--- src/rtl/tri_read_arbiter_if.sv ---
// Signal bundle between tri_read_arbiter, its requesters and the shared tri_reader.
// master: arbiter side; slave: requesters plus tri_reader side.
interface tri_read_arbiter_if #(
  parameter int NREQ    = 4,
  parameter int NDWORDS = 9
);
  localparam int BLOCKSZ = 32 * NDWORDS;

  logic [NREQ-1:0]      req_read;
  logic [32*NREQ-1:0]   req_index;
  logic [NREQ-1:0]      req_done;
  logic [BLOCKSZ-1:0]   req_data;
  logic                 tr_read;
  logic [31:0]          tr_index;
  logic [BLOCKSZ-1:0]   tr_data;
  logic                 tr_done;
  logic [31:0]          stat_txns;
  logic [31:0]          stat_busy;

  modport master (
    input  req_read, req_index, tr_data, tr_done,
    output req_done, req_data, tr_read, tr_index, stat_txns, stat_busy
  );

  modport slave (
    output req_read, req_index, tr_data, tr_done,
    input  req_done, req_data, tr_read, tr_index, stat_txns, stat_busy
  );
endinterface

--- src/rtl/tri_read_arbiter.sv ---
// Round-robin arbiter sharing one tri_reader among NREQ requesters.
// Optional statistics counters are built when TRI_ARB_STATS_EN is defined.
module tri_read_arbiter #(
  parameter int NREQ    = 4,
  parameter int NDWORDS = 9
) (
  input  logic               clk,
  input  logic               reset,
  tri_read_arbiter_if.master bus
);
  localparam int BLOCKSZ = 32 * NDWORDS;
  localparam int GW      = (NREQ > 1) ? $clog2(NREQ) : 1;

  typedef enum logic [1:0] {
    IDLE  = 2'd0,
    ISSUE = 2'd1,
    RESP  = 2'd2
  } state_e;

  state_e             state_q, state_d;
  logic [GW-1:0]      grant_q, grant_d;
  logic [GW-1:0]      last_q, last_d;
  logic [GW-1:0]      win_s;
  logic               win_found_s;
  logic [31:0]        idx_q, idx_d;
  logic               tr_read_q, tr_read_d;
  logic [NREQ-1:0]    done_q, done_d;
  logic [BLOCKSZ-1:0] data_q, data_d;

  function automatic logic [NREQ-1:0] onehot(input logic [GW-1:0] sel);
    logic [NREQ-1:0] v;
    v = '0;
    for (int i = 0; i < NREQ; i++) begin
      v[i] = (sel == GW'(i));
    end
    return v;
  endfunction

  // Round-robin search: the first requesting slot after last_q wins.
  always_comb begin
    win_found_s = 1'b0;
    win_s       = '0;
    for (int k = 1; k <= NREQ; k++) begin
      if (!win_found_s && bus.req_read[(int'(last_q) + k) % NREQ]) begin
        win_found_s = 1'b1;
        win_s       = GW'((int'(last_q) + k) % NREQ);
      end else begin
        win_found_s = win_found_s;
      end
    end
  end

  // Next-state and registered-output values for the IDLE/ISSUE/RESP sequence.
  always_comb begin
    state_d   = state_q;
    grant_d   = grant_q;
    last_d    = last_q;
    idx_d     = idx_q;
    data_d    = data_q;
    done_d    = '0;
    tr_read_d = 1'b0;
    case (state_q)
      IDLE: begin
        if (win_found_s) begin
          grant_d   = win_s;
          last_d    = win_s;
          idx_d     = bus.req_index[32*int'(win_s) +: 32];
          tr_read_d = 1'b1;
          state_d   = ISSUE;
        end else begin
          state_d   = IDLE;
        end
      end
      ISSUE: begin
        if (bus.tr_done) begin
          data_d  = bus.tr_data;
          done_d  = onehot(grant_q);
          state_d = RESP;
        end else begin
          tr_read_d = 1'b1;
        end
      end
      RESP: begin
        state_d = IDLE;
      end
      default: begin
        state_d = IDLE;
      end
    endcase
  end

  // State and output registers; reset also kills any pending completion.
  always_ff @(posedge clk or posedge reset) begin
    if (reset) begin
      state_q   <= IDLE;
      grant_q   <= '0;
      last_q    <= GW'(NREQ - 1);
      idx_q     <= 32'd0;
      tr_read_q <= 1'b0;
      done_q    <= '0;
      data_q    <= '0;
    end else begin
      state_q   <= state_d;
      grant_q   <= grant_d;
      last_q    <= last_d;
      idx_q     <= idx_d;
      tr_read_q <= tr_read_d;
      done_q    <= done_d;
      data_q    <= data_d;
    end
  end

  assign bus.tr_read  = tr_read_q;
  assign bus.tr_index = idx_q;
  assign bus.req_done = done_q;
  assign bus.req_data = data_q;

`ifdef TRI_ARB_STATS_EN
  logic [31:0] txns_q;
  logic [31:0] busy_q;

  // Completed-transaction and ISSUE-cycle counters, wrapping modulo 2^32.
  always_ff @(posedge clk or posedge reset) begin
    if (reset) begin
      txns_q <= 32'd0;
      busy_q <= 32'd0;
    end else begin
      if (state_q == RESP) begin
        txns_q <= txns_q + 32'd1;
      end
      if (state_q == ISSUE) begin
        busy_q <= busy_q + 32'd1;
      end
    end
  end

  assign bus.stat_txns = txns_q;
  assign bus.stat_busy = busy_q;
`else
  assign bus.stat_txns = 32'd0;
  assign bus.stat_busy = 32'd0;
`endif
endmodule

--- src/flat_wrapper.sv ---
// flat-port wrapper written by rule: the top's interface ports become plain ports
module tri_read_arbiter_flat 
#(
  parameter int NREQ    = 4,
  parameter int NDWORDS = 9
)
  (clk, reset, bus_req_read, bus_req_index, bus_tr_data, bus_tr_done, bus_req_done, bus_req_data, bus_tr_read, bus_tr_index, bus_stat_txns, bus_stat_busy);
  tri_read_arbiter_if #(.NREQ(NREQ), .NDWORDS(NDWORDS)) bus_i ();
  input  logic clk;
  input  logic reset;
  input wire logic [$bits(bus_i.req_read)-1:0] bus_req_read;
  input wire logic [$bits(bus_i.req_index)-1:0] bus_req_index;
  input wire logic [$bits(bus_i.tr_data)-1:0] bus_tr_data;
  input wire logic [$bits(bus_i.tr_done)-1:0] bus_tr_done;
  output wire logic [$bits(bus_i.req_done)-1:0] bus_req_done;
  output wire logic [$bits(bus_i.req_data)-1:0] bus_req_data;
  output wire logic [$bits(bus_i.tr_read)-1:0] bus_tr_read;
  output wire logic [$bits(bus_i.tr_index)-1:0] bus_tr_index;
  output wire logic [$bits(bus_i.stat_txns)-1:0] bus_stat_txns;
  output wire logic [$bits(bus_i.stat_busy)-1:0] bus_stat_busy;
  assign bus_i.req_read = bus_req_read;
  assign bus_i.req_index = bus_req_index;
  assign bus_i.tr_data = bus_tr_data;
  assign bus_i.tr_done = bus_tr_done;
  assign bus_req_done = bus_i.req_done;
  assign bus_req_data = bus_i.req_data;
  assign bus_tr_read = bus_i.tr_read;
  assign bus_tr_index = bus_i.tr_index;
  assign bus_stat_txns = bus_i.stat_txns;
  assign bus_stat_busy = bus_i.stat_busy;
  tri_read_arbiter #(.NREQ(NREQ), .NDWORDS(NDWORDS)) u_core (.clk(clk), .reset(reset), .bus(bus_i));
endmodule
--- config.mk ---
export PLATFORM = sky130hd
export DESIGN_NAME = tri_read_arbiter_flat
export DESIGN_NICKNAME = d
export VERILOG_FILES = /design/src/rtl/tri_read_arbiter_if.sv /design/src/rtl/tri_read_arbiter.sv /design/src/flat_wrapper.sv
export SDC_FILE = /design/constraint.sdc
export NUM_CORES = 1
export LEC_CHECK = 0
export BUFFER_PORTS_ARGS = -buffer_cell sky130_fd_sc_hd__buf_2
export CORE_AREA = 2 2 312 314
export DETAILED_ROUTE_END_ITERATION = 8
export DIE_AREA = 0 0 314 316
export MAX_ROUTING_LAYER = met4
export PLACE_DENSITY_LB_ADDON = 0.12
export SLEW_MARGIN = 25
export SYNTH_ARGS = -nofsm -noshare
export SYNTH_HDL_FRONTEND = slang
export SYNTH_SLANG_ARGS = --single-unit
--- constraint.sdc ---
create_clock -name clk -period 31 [get_ports clk]
set_input_delay 4.65 -clock clk [delete_from_list [all_inputs] [get_ports clk]]
set_output_delay 4.65 -clock clk [all_outputs]
set_load 0.01 [all_outputs]
; ---- Yosys cells after proc, flatten, opt, wreduce, memory -nomap -nowiden
; Cells that the tools add are included.
[totals]
latch_bits = 0
mem_count = 0
input_bits = 423
mem_bits_ro = 0
register_bits = 331
mem_bits_rw = 0
[op_classes]
multipliers = 0
magnitude_cmp = 4
n_reduce_logical = 14
n_addsub = 4
bitwise_logic = 4
mux = 28
shifts = 1
n_div = 0
eq_ne = 5
[ops]
columns = cell, n
row1 = $shiftx 128x8->32, 1
row2 = $lt 3x4->1 const B, 4
row3 = $mux 1, 15
row4 = $mux 2, 5
row5 = $bmux 1 s2, 4
row6 = $mux 4, 2
row7 = $reduce_or 2->1, 4
row8 = $add 2x1->2 const B, 2
row9 = $add 2x2->2 const B, 2
row10 = $and 1x1->1 const A, 4
row11 = $eq 2x1->1 const B, 2
row12 = $eq 2x2->1 const B, 2
row13 = $logic_not 2->1, 2
row14 = $pmux 2 s2, 1
row15 = $reduce_and 2->1, 2
row16 = $logic_and 1x1->1, 3
row17 = $logic_not 1->1, 3
row18 = $ne 2x2->1 const B, 1
row19 = $pmux 1 s2, 1

; ---- Longest topological paths before layout
[depth]
word_depth = 18
mapped_depth = 7
ltp_nobuf = 5

; ---- Worst setup path before layout
; No wires, ideal clock.
[synth_path]
kind = in2reg
start = input port bus_req_read[3]
end = register u_core.idx_q[1] (netlist: u_core.bus.tr_index[1])
path_slack_ns = 25.013
cell_stages = 6
arrival_time_ns = 5.836
n_path_buf = 2
t_required_ns = 30.849
cell_sequence = or4_4 > and2_1 > clkbuf_1 > clkbuf_1 > nor2_1 > a211oi_2
[synth_via]
elab_chain_cells = 14
elab_cells_between_ends = 28
classes_between = shift: 1 / mux: 20 / reduce/logical: 7
[synth_lines]
columns = element, line_no
row1 = start: declaration, flat_wrapper.sv:11  ; input wire logic [$bits(bus_i.req_read)-1:0] bus_req_read;
row2 = $bmux 1 s2, tri_read_arbiter.sv:44  ; if (!win_found_s && bus.req_read[(int'(last_q) + k) % NREQ]) begin
row3 = $mux 1 (not written as such) (2 in series), tri_read_arbiter.sv:44
row4 = $mux 1, tri_read_arbiter.sv:44
row5 = $logic_not 1->1, tri_read_arbiter.sv:44
row6 = $logic_and 1x1->1, tri_read_arbiter.sv:44
row7 = $mux 1, tri_read_arbiter.sv:44
row8 = $logic_not 1->1, tri_read_arbiter.sv:44
row9 = $logic_and 1x1->1, tri_read_arbiter.sv:44
row10 = $mux 1, tri_read_arbiter.sv:44
row11 = $logic_not 1->1, tri_read_arbiter.sv:44
row12 = $logic_and 1x1->1, tri_read_arbiter.sv:44
row13 = $mux 2 / $mux 1 (equally long branches), tri_read_arbiter.sv:44
row14 = $shiftx 128x8->32 / $reduce_and 2->1 (equally long branches), -
row15 = end signal: assignment, tri_read_arbiter.sv:106  ; idx_q <= idx_d;
row16 = end: declaration, tri_read_arbiter.sv:25  ; logic [31:0] idx_q, idx_d;
; Several ways; a longest one is shown, not always the timed one. The select of a mux whose other input is x is not followed.
; A chain may end at the register's enable or synchronous reset.

; ---- Final worst setup path
[layout_path]
start = input port bus_tr_done
end = register u_core.data_q[192] (netlist: u_core.bus.req_data[192])
[layout_via]
elab_chain_cells = 1
[layout_lines]
columns = element, line_no
row1 = start: declaration, flat_wrapper.sv:14  ; input wire logic [$bits(bus_i.tr_done)-1:0] bus_tr_done;
row2 = $reduce_and 2->1 (no source line), -
row3 = end signal: assignment, tri_read_arbiter.sv:109  ; data_q <= data_d;
row4 = end: declaration, tri_read_arbiter.sv:28  ; logic [BLOCKSZ-1:0] data_q, data_d;
; Every way passes these cells.

==> results.toml <==
[logic_synthesis]
synth-async-reset-ratio_pct = 100
syn_area_sq_um = 14000
ys.flop_type = "dfrtp_1"
yosys.area.top_type = "dfrtp_1"
synth-seq-cells = 331
synth.area.top_cells = "dfrtp_1 59%, nand2_1 23%, buf_4 3.4%, a211oi_2 2.7%, mux2i_1 2.4%"
yosys.area.top_type_share_pct = 59.0
synth_edf_count = 0
ys_warn_count = 0
yosysUniqueCellTypes = 37
syn_avg_cell_area_sq_um = 9.03
ys_seq_area_share_pct = 59.3
syn_inst = 1546

[pwr]
power.share.clock_pct = 28.6
power_frac_comb_pct = 33.5
finalPower_mw = 1.79
leakage_nw = 11.1
p_int_mw = 1.13
peakVddDrop_mv = 0.0339
p_sw_share_pct = 37.0
power_density_nw_per_um2 = 87.7
pwr-share-seq_pct = 37.9
p_sw_uw = 661

[cells_and_area]
layout_commonest_cell = "nand2_1"
areaGrowthSynthToFinish_pct = 45.9
ff_latch_area_sq_um = 8290
multi_input_area_sq_um = 5040
stdcell_area_sq_um = 20400
drive_gt1_share_pct = 38.0
fill_cells = 10800
layout.nets = 2693
mostFrequentLayoutCells = "867 x nand2_1, 747 x buf_2, 329 x dfrtp_1"

[placement]
place_hpwl_um = 42700
placed_area_sq_um = 18800
routabilityCongestion = 0.810
port_buffers = 747

[critical_path]
reg2reg_slack_ns = 27.49
required_ns = 31.50
r2r_cells = 8
path_class = "in2reg"
crit_arrival_ns = 7.71
path_max_fanout = 117
start_kind = "input port"
reg2reg_from = "u_core.state_q[1]"
r2r_end = "u_core.bus.req_data[192]"
end_kind = "flop"

[clock_network]
clkSlewWorstSetupHoldPaths_ns = 0.05
cts_root_buf = "clkbuf_16"
cts-buffers-inserted = 45
clk_latency_ns = 0.57
cts_resized = 0
cts_hold_buf = 0
cts_tree = "built"
htreeDepth = 2
cts_sinks = 331
cts_buffer_depth = 3
post_cts_buffers = 0

[drt]
drt_iter0_markers = 606
drc = 0
wl_um = 57800
wl_per_cell_um = 16.1
via_per_inst = 3.54
drt_pass1_iterations = 6
vias = 12700
antenna_left = 0

[floorplan]
ios = 812
coreArea_sq_um = 96000
rows = 114
die_w_um = 314
start_util_pct = 14.5
dieHeight_um = 316
die_area_sq_um = 99200

[sta]
timing.final.max_slew_violations = 0
setup_tns_ns = 0
worstMarginPinSlew_ns = 0.966
fmax_mhz = 139
skew_ns = 0.0119
max-slew-margin-rel_pct = 35.6
setup_viol = 0
hold_viol_final = 0
finalCriticalPeriod_ns = 7.21
rsz0062_at_grt = "false"
finalCritPeriodShare_pct = 23.3

[flow_run]
max-cap-violations = 0

[grt]
grt_pass1_vias = 13200
grt.overflow.total = 0
grt_max_degree = 118
grt_usage_pct = 11.4
antenna_found_initial = 10
grt_pass1_wl_um = 84000

[status]
status = "finished, final reports clean"

[min_path]
whs_endpoint = "u_core.bus.req_data[96]"
worstHoldStart = "u_core.bus.req_data[96]"
worstHoldPathCells = 2
min_path_type = "reg2reg"
[through the flow]
stage | util [%] | std cells | setup slack [ns] | hold slack (ns)
2_1_floorplan | - | 1609 | 17.19 | 0.448
3_3_place_gp | 19.6 | 3496 | 22.97 | 0.454
3_5_place_dp | 19.6 | 3497 | 22.93 | 0.456
4_1_cts | 21.1 | 3579 | 23.58 | 0.470
5_1_grt | 21.2 | 3590 | 23.31 | 0.484
6_report | 21.2 | 3590 | 23.79 | 0.463
[kinds of logic after synthesis]
| logic type | count (synthesis) | share of synthesized area, % |
|---|---|---|
| AOI/OAI and AO/OA | 78 | 5.32 |
| buffers and inverters | 156 | 6.33 |
| DFF | 331 | 59.3 |
| muxes | 33 | 2.37 |
| other | 1 | 0.0269 |
| and+or+nand+nor | 947 | 26.6 |
[state kept, by name, indices dropped and copies added (netlist names)]
signal	count
u_core.bus.req_data	288
u_core.bus.req_done	4
u_core.grant_q	2
u_core.state_q	2
u_core.bus.tr_index	32
u_core.last_q	2
u_core.bus.tr_read	1
[area by class of cell]
class | count | area share, %
inverter | 5 | 0.166
clock buffer | 70 | 6.63
multi-input combinational | 1122 | 24.8
antenna | 9 | 0.111
timing repair buffer | 765 | 19.3
clock inverter | 12 | 0.516
sequential | 331 | 40.7
tap | 1276 | 7.84
[power groups by stage]
stage	Clock, mW	Sequential (mW)	Combinational, mW
floorplan	0	0.754	0.247
global placement	0	0.683	0.614
detailed placement	0	0.681	0.618
CTS	0.539	0.679	0.616
global route	0.553	0.700	0.667
finish	0.510	0.678	0.598
[cells in the mapped netlist, types with 4 or more instances]
cell / n
a211oi_1: 36
a211oi_2: 30
buf_1: 7
buf_2: 13
buf_4: 64
clkbuf_1: 62
dfrtp_1: 329
inv_1: 4
mux2i_1: 33
nand2_1: 867
nor2_1: 36
nor3b_1: 32
[how the worst max path moves through the flow]
stage                     cells after the start        start  slack (ns)                        to
after global routing                          5        reset       23.31  u_core.bus.req_data[222]
after detailed placement                      8  bus_tr_done       22.93  u_core.bus.req_data[192]
after floorplan                               1        reset       17.19    u_core.bus.req_data[0]
final                                         9  bus_tr_done       23.79  u_core.bus.req_data[192]
after global placement                        8  bus_tr_done       22.97  u_core.bus.req_data[211]
after CTS                                     5        reset       23.58  u_core.bus.req_data[113]
[per-layer routing]
metal | vias to the layer above | track usage [%] | wire [um]
li1 | 6170 | - | -
met1 | 6030 | 12.8 | 22600
met2 | 432 | 19.6 | 30000
met3 | 68 | 2.95 | 3850
met4 | 0 | 3.98 | 1350
met5 | - | - | 0
[critical path, stage by stage]
cell and delay (ns):
buf_2 0.11, nand3b_1 0.07, buf_4 0.33, inv_8 0.57
buf_4 0.78, buf_4 0.47, buf_16 0.30, nand2_1 0.10
nand2_1 0.06
(Power assumes the default switching activity.)
